**config.mk**
```make
export PLATFORM = sky130hd
export DESIGN_NAME = wb_rr_arbiter
export DESIGN_NICKNAME = d
export VERILOG_FILES = /design/src/rtl/wb_rr_arbiter.sv
export SDC_FILE = /design/constraint.sdc
export NUM_CORES = 1
export LEC_CHECK = 0
export CELL_PAD_IN_SITES_DETAIL_PLACEMENT = 0
export CELL_PAD_IN_SITES_GLOBAL_PLACEMENT = 1
export CORE_AREA = 5 5 160 162
export CTS_CLUSTER_SIZE = 20
export DETAILED_ROUTE_END_ITERATION = 10
export DIE_AREA = 0 0 165 167
export PLACE_DENSITY = 0.75
export SLEW_MARGIN = 25
export SYNTH_ARGS = -nofsm -noshare
export SYNTH_HDL_FRONTEND = slang
export SYNTH_SLANG_ARGS = --single-unit
export TNS_END_PERCENT = 30
```
**constraint.sdc**
```tcl
create_clock -name wb_clk_i -period 2.8 [get_ports wb_clk_i]
set_input_delay 0.42 -clock wb_clk_i [delete_from_list [all_inputs] [get_ports wb_clk_i]]
set_output_delay 0.42 -clock wb_clk_i [all_outputs]
set_load 0.02 [all_outputs]
```
**src/rtl/wb_rr_arbiter.sv**
```systemverilog
// Round-robin Wishbone arbiter: NUM_MASTERS requesters share one SDRC slave port.
// The grant is locked for the whole m_cyc_i period, and a stalled strobe is aborted after TIMEOUT cycles.
module wb_rr_arbiter #(
    parameter int NUM_MASTERS   = 4,
    parameter int data_width    = 32,
    parameter int address_width = 26,
    parameter int TIMEOUT       = 255
) (
    input  logic                                  wb_clk_i,
    input  logic                                  wb_rst_n_i,
    input  logic [NUM_MASTERS-1:0]                m_cyc_i,
    input  logic [NUM_MASTERS-1:0]                m_stb_i,
    input  logic [NUM_MASTERS-1:0]                m_we_i,
    input  logic [NUM_MASTERS*address_width-1:0]  m_addr_i,
    input  logic [NUM_MASTERS*data_width-1:0]     m_dat_i,
    input  logic [NUM_MASTERS*data_width/8-1:0]   m_sel_i,
    input  logic [NUM_MASTERS*3-1:0]              m_cti_i,
    output logic [NUM_MASTERS-1:0]                m_ack_o,
    output logic [NUM_MASTERS-1:0]                m_err_o,
    output logic [data_width-1:0]                 m_dat_o,
    output logic                                  s_cyc_o,
    output logic                                  s_stb_o,
    output logic                                  s_we_o,
    output logic [address_width-1:0]             s_addr_o,
    output logic [data_width-1:0]                 s_dat_o,
    output logic [data_width/8-1:0]               s_sel_o,
    output logic [2:0]                            s_cti_o,
    input  logic                                  s_ack_i,
    input  logic [data_width-1:0]                 s_dat_i,
    output logic [NUM_MASTERS-1:0]                grant_o
);

    localparam int IW = (NUM_MASTERS > 1) ? $clog2(NUM_MASTERS) : 1;
    localparam int SW = data_width / 8;

    typedef enum logic [1:0] {IDLE, BUSY, ABORT} state_t;

    state_t                 state_q, state_d;
    logic [NUM_MASTERS-1:0] grant_q, grant_d;
    logic [IW-1:0]          gidx_q, gidx_d;
    logic [IW-1:0]          rr_ptr_q, rr_ptr_d;
    logic [8:0]             tmo_q, tmo_d;

    logic                     pick_found;
    logic [IW-1:0]            pick_idx;
    logic [IW-1:0]            next_ptr;
    logic                     g_cyc, g_stb, g_we;
    logic [address_width-1:0] g_addr;
    logic [data_width-1:0]    g_dat;
    logic [SW-1:0]            g_sel;
    logic [2:0]               g_cti;
    logic                     busy, tmo_hit, err_fire;

    // First requester at or after rr_ptr, wrapping modulo NUM_MASTERS.
    always_comb begin
        pick_found = 1'b0;
        pick_idx   = rr_ptr_q;
        for (int i = 0; i < NUM_MASTERS; i++) begin
            int            c;
            logic [IW-1:0] cidx;
            c = int'(rr_ptr_q) + i;
            if (c >= NUM_MASTERS) c = c - NUM_MASTERS;
            cidx = IW'(c);
            if (!pick_found && m_cyc_i[cidx]) begin
                pick_found = 1'b1;
                pick_idx   = cidx;
            end
        end
    end

    always_comb begin
        int nx;
        nx = int'(gidx_q) + 1;
        if (nx >= NUM_MASTERS) nx = 0;
        next_ptr = IW'(nx);
    end

    always_comb begin
        g_cyc  = 1'b0;
        g_stb  = 1'b0;
        g_we   = 1'b0;
        g_addr = '0;
        g_dat  = '0;
        g_sel  = '0;
        g_cti  = '0;
        for (int k = 0; k < NUM_MASTERS; k++) begin
            if (gidx_q == IW'(k)) begin
                g_cyc  = m_cyc_i[k];
                g_stb  = m_stb_i[k];
                g_we   = m_we_i[k];
                g_addr = m_addr_i[k*address_width +: address_width];
                g_dat  = m_dat_i[k*data_width +: data_width];
                g_sel  = m_sel_i[k*SW +: SW];
                g_cti  = m_cti_i[k*3 +: 3];
            end
        end
    end

    assign busy     = (state_q == BUSY);
    assign tmo_hit  = (tmo_q == 9'(TIMEOUT));
    // A same-cycle ack beats the timeout, so the error only fires on a still-stalled strobe.
    assign err_fire = busy && g_cyc && g_stb && tmo_hit && !s_ack_i;

    assign s_cyc_o  = busy && g_cyc;
    assign s_stb_o  = busy && g_stb;
    assign s_we_o   = busy && g_we;
    assign s_addr_o = busy ? g_addr : '0;
    assign s_dat_o  = busy ? g_dat  : '0;
    assign s_sel_o  = busy ? g_sel  : '0;
    assign s_cti_o  = busy ? g_cti  : '0;
    assign m_ack_o  = busy ? (grant_q & {NUM_MASTERS{s_ack_i}}) : '0;
    assign m_err_o  = err_fire ? grant_q : '0;
    assign m_dat_o  = s_dat_i;
    assign grant_o  = grant_q;

    always_comb begin
        state_d  = state_q;
        grant_d  = grant_q;
        gidx_d   = gidx_q;
        rr_ptr_d = rr_ptr_q;
        tmo_d    = '0;
        unique case (state_q)
            IDLE: begin
                if (pick_found) begin
                    state_d = BUSY;
                    gidx_d  = pick_idx;
                    grant_d = '0;
                    grant_d[pick_idx] = 1'b1;
                end
            end
            BUSY: begin
                if (!g_cyc) begin
                    state_d  = IDLE;
                    grant_d  = '0;
                    rr_ptr_d = next_ptr;
                end else if (err_fire) begin
                    state_d = ABORT;
                end else if (g_stb && !s_ack_i) begin
                    tmo_d = tmo_q + 9'd1;
                end
            end
            ABORT: begin
                if (!g_cyc) begin
                    state_d  = IDLE;
                    grant_d  = '0;
                    rr_ptr_d = next_ptr;
                end
            end
            default: state_d = IDLE;
        endcase
    end

    always_ff @(posedge wb_clk_i or negedge wb_rst_n_i) begin
        if (!wb_rst_n_i) begin
            state_q  <= IDLE;
            grant_q  <= '0;
            gidx_q   <= '0;
            rr_ptr_q <= '0;
            tmo_q    <= '0;
        end else begin
            state_q  <= state_d;
            grant_q  <= grant_d;
            gidx_q   <= gidx_d;
            rr_ptr_q <= rr_ptr_d;
            tmo_q    <= tmo_d;
        end
    end

endmodule

```
==> impl_results.md <==
- Post-DP HPWL: 17900 µm
- Slew @ Worst Pin: 0.881 ns
- PortBufs: 354
- First-pass GRT wire length: 31700 µm
- Net switching fraction of the power: 0.519
- CP max FO: 64
- Final Hold Fails: 0
- Max Cap Viol: 0
- Row count: 57
- Sequential cell area fraction in the yosys report: 0.125
- DRT Pass-1 Iters: 4
- Leakage: 3.17 nW
- Area leader, netlist: nor2b_1
- Die Y-Extent: roughly 170 µm
- Critical path's most frequent cell: buf_4
- Worst-path cell chain: buf_6 > buf_4 > ha_4 > buf_4 > buf_12 > nor3_1 > a21oi_2 > nor2b_1 > clkdlybuf4s15_1
- Int Pwr: 3.80 mW
- Fmax: 0.365 GHz
- Rel. slew slack: 0.411
- Crit Path Category: register to output pin
- Area contributors post-synth: nor2b_1 23%, a221oi_1 15%, dfrtp_1 13%
- Final setup violation count: 0
- Routed vias: 5374
- Num ports: 419
- Number of CTS-inserted buffers: 3
- Register-to-Register Path Depth: 9
- Die W: 165 µm
- Nets@finish: between 1000 and 1500
- Sw Pwr: about 4.1 mW
- Vias in the first global route: between 5000 and 6000
- Mean Syn Cell Area: 6.96 µm²
- Clock Path Buffers: 2
- GRT Total Usage: 0.145
- ANT nets after route: 0
- Die area: 27600 µm²
- Maximum number of pins on one net before global-route repair: 65
- Cell area after synthesis: 3790 µm²
- Critical path's slowest cell: dfrtp_1
- Per-cell routed wire length: between 15 and 20 µm
- Worst-path clk slew: approximately 0.05 ns
- Core ar.: 24000 µm²
- Slew Limit Fails: 0
- Skew final: ~0.0049 ns
- Worst hold margin: approximately 0.52 ns
- Synth warn: 0
- Syn nets: 860
- Crit path time final: between 2 and 3 ns
- # DRC: 0
- Worst-skew pair later-pin latency: about 0.25 ns
- H-tree Lvls: 1
- CTS tree: built
- Setup tns final: 0 ns
- Vias/cell: 4.43
- Hold Path Cell Cnt: 2
- Final Util: 0.336
- Cts hold-fix bufs: 0
- Peak VDD IR: 0.593 mV
- Status: finished clean
- HP Class: register to register
- Period Utilization, post-route: 0.978
- Endpoint class of the critical path: output pin
- CTS Root Cell: clkbuf_16
- RSZ-0062 raised after global routing: yes
- Worst EP required: ~2.4 ns
- Routed WL: 22400 µm
- Data arrival, critical path: 2.32 ns
- Clk pwr share: 0.037
- PwrDens: 982 nW/µm²
- Layout area overhead: 113%
- GRT Residual Overflow: 0
- Slowest Stage Delay on Critical Path: ~0.39 ns
- Power share of the combinational group: 0.910
- Clk sinks: 19
- Initial DRC Count: 234
- Initial antenna violation count: 1
- Count of different cell masters after synthesis: 46
- Post-synth top area share: 0.228
- GP Congestion: 0.826
- Seq cells post-synth: 19
- Filler cell count: 2586
- Startpoint types: register
- Seq pwr share: 0.053
- Cells after synthesis: 544
- Share of cells above drive strength 1: 0.187
- Initial Util: 0.158
## repair_timing
item / CTS / global route
gates resized for setup: 107 / 107
gates cloned: 1 / 0
setup buffers: 6 / 3
endpoints found under the setup margin: 71 / 69
pin swaps: 3 / 8
## cells in the mapped netlist (all sizes together)
| master | instances |
|---|---|
| o221ai | 1 |
| a21oi | 69 |
| and2 | 6 |
| a221o | 1 |
| a221oi | 66 |
| nor4 | 1 |
| o41ai | 1 |
| a22oi | 1 |
| xnor2 | 3 |
| a22o | 2 |
| and3 | 5 |
| nand2 | 9 |
| and4 | 1 |
| clkbuf | 45 |
| o21ai | 6 |
| o2bb2ai | 1 |
| nand2b | 3 |
| a32o | 1 |
| nor3 | 67 |
| nand3 | 3 |
| xor2 | 3 |
| nand4 | 1 |
| nor2 | 14 |
| nor2b | 139 |
| mux2 | 2 |
| buf | 41 |
| a21o | 1 |
| a2bb2oi | 1 |
| or3 | 1 |
| dfrtp | 19 |
| inv | 8 |
| ha | 9 |
| nand3b | 4 |
| nor3b | 4 |
| a211oi | 4 |
| o22ai | 1 |
## kinds of logic after synthesis
kind of cell	after synthesis	share of synthesized area
simple gates	258	0.404
compound gates	156	0.290
buf+inv	94	0.130
flops	19	0.125
fa+ha+maj	9	0.0297
xor+xnor	6	0.0139
mux	2	0.00594
## routing by layer
layer  vias up  part of all wire  GRT usage
li1       2642                 -          -
met1      2491              0.40      0.174
met2       217              0.49      0.258
met3        24             0.087     0.0358
met4         0             0.017     0.0297
met5         -                 0          0
## registers in the layout (all words and copies together) (netlist names)
register / cells
gidx_q: 2
state_q: 2
grant_o: 4
rr_ptr_q: 2
tmo_q: 9
## critical path, delay by kind of cell (launching register included)
| family | cells | cell delay (ns) |
|---|---|---|
| flops | 1 | 0.39 |
| fa+ha+maj | 1 | 0.18 |
| compound gates | 1 | 0.08 |
| buf+inv | 5 | 0.95 |
| simple gates | 2 | 0.40 |
## layout by cell type, fill, tap and decap left out, types with 6 or more instances in the layout
cell type	instances
nor2b_1	136
buf_4	62
clkbuf_2	25
buf_6	8
dfrtp_1	19
a221oi_1	49
buf_12	6
nor3_1	62
dlygate4sd2_1	23
clkdlybuf4s15_1	10
clkdlybuf4s50_1	282
nor2_1	6
nand2_1	9
a221oi_2	17
a21oi_1	66
inv_1	6
nor2_2	7
o21ai_0	6
## worst paths after layout
| kind | startpoint | endpoint | slack [ns] |
|---|---|---|---|
| max | gidx_q[0] | s_dat_o[4] | 0.06 |
| min | gidx_q[1] | gidx_q[1] | 0.52 |
| max reg2reg | gidx_q[0] | grant_o[3] | 0.51 |
| min reg2reg | gidx_q[1] | gidx_q[1] | 0.52 |
| max in group asynchronous | wb_rst_n_i | tmo_q[6] | 1.59 |
| min in group asynchronous | wb_rst_n_i | state_q[0] | 0.67 |
## cell type report
| type | count | area [µm²] | share of cell area |
|---|---|---|---|
| Inverter | 8 | 30.0 | 0.00373 |
| Multi-Input combinational cell | 431 | 3040 | 0.378 |
| Tap cell | 324 | 405 | 0.0503 |
| Clock buffer | 4 | 78.8 | 0.00979 |
| Timing Repair Buffer | 425 | 4020 | 0.499 |
| Sequential cell | 19 | 475 | 0.0590 |
| Antenna cell | 1 | 2.50 | 0.000311 |
## metrics by stage
| step | worst slack (ns) | instance area (µm²) | std cells | power, mW |
|---|---|---|---|---|
| 2_1_floorplan | 0.384 | 3790 | 544 | 4.38 |
| 3_3_place_gp | -0.194 | 7830 | 1197 | 7.65 |
| 3_5_place_dp | -0.250 | 7830 | 1197 | 7.65 |
| 4_1_cts | -0.201 | 7970 | 1208 | 7.81 |
| 5_1_grt | -0.0499 | 8050 | 1212 | 8.58 |
| 6_report | 0.0618 | 8050 | 1212 | 7.91 |
## power by group through the flow
| stage | Sequential (mW) | Clock (mW) | Combinational [mW] |
|---|---|---|---|
| after floorplan | 0.439 | 0 | 3.94 |
| after global placement | 0.418 | 0 | 7.23 |
| after detailed placement | 0.417 | 0 | 7.23 |
| after CTS | 0.414 | 0.304 | 7.10 |
| after global routing | 0.429 | 0.313 | 7.83 |
| final | 0.416 | 0.294 | 7.20 |
Power figures use the tool's default switching activity.
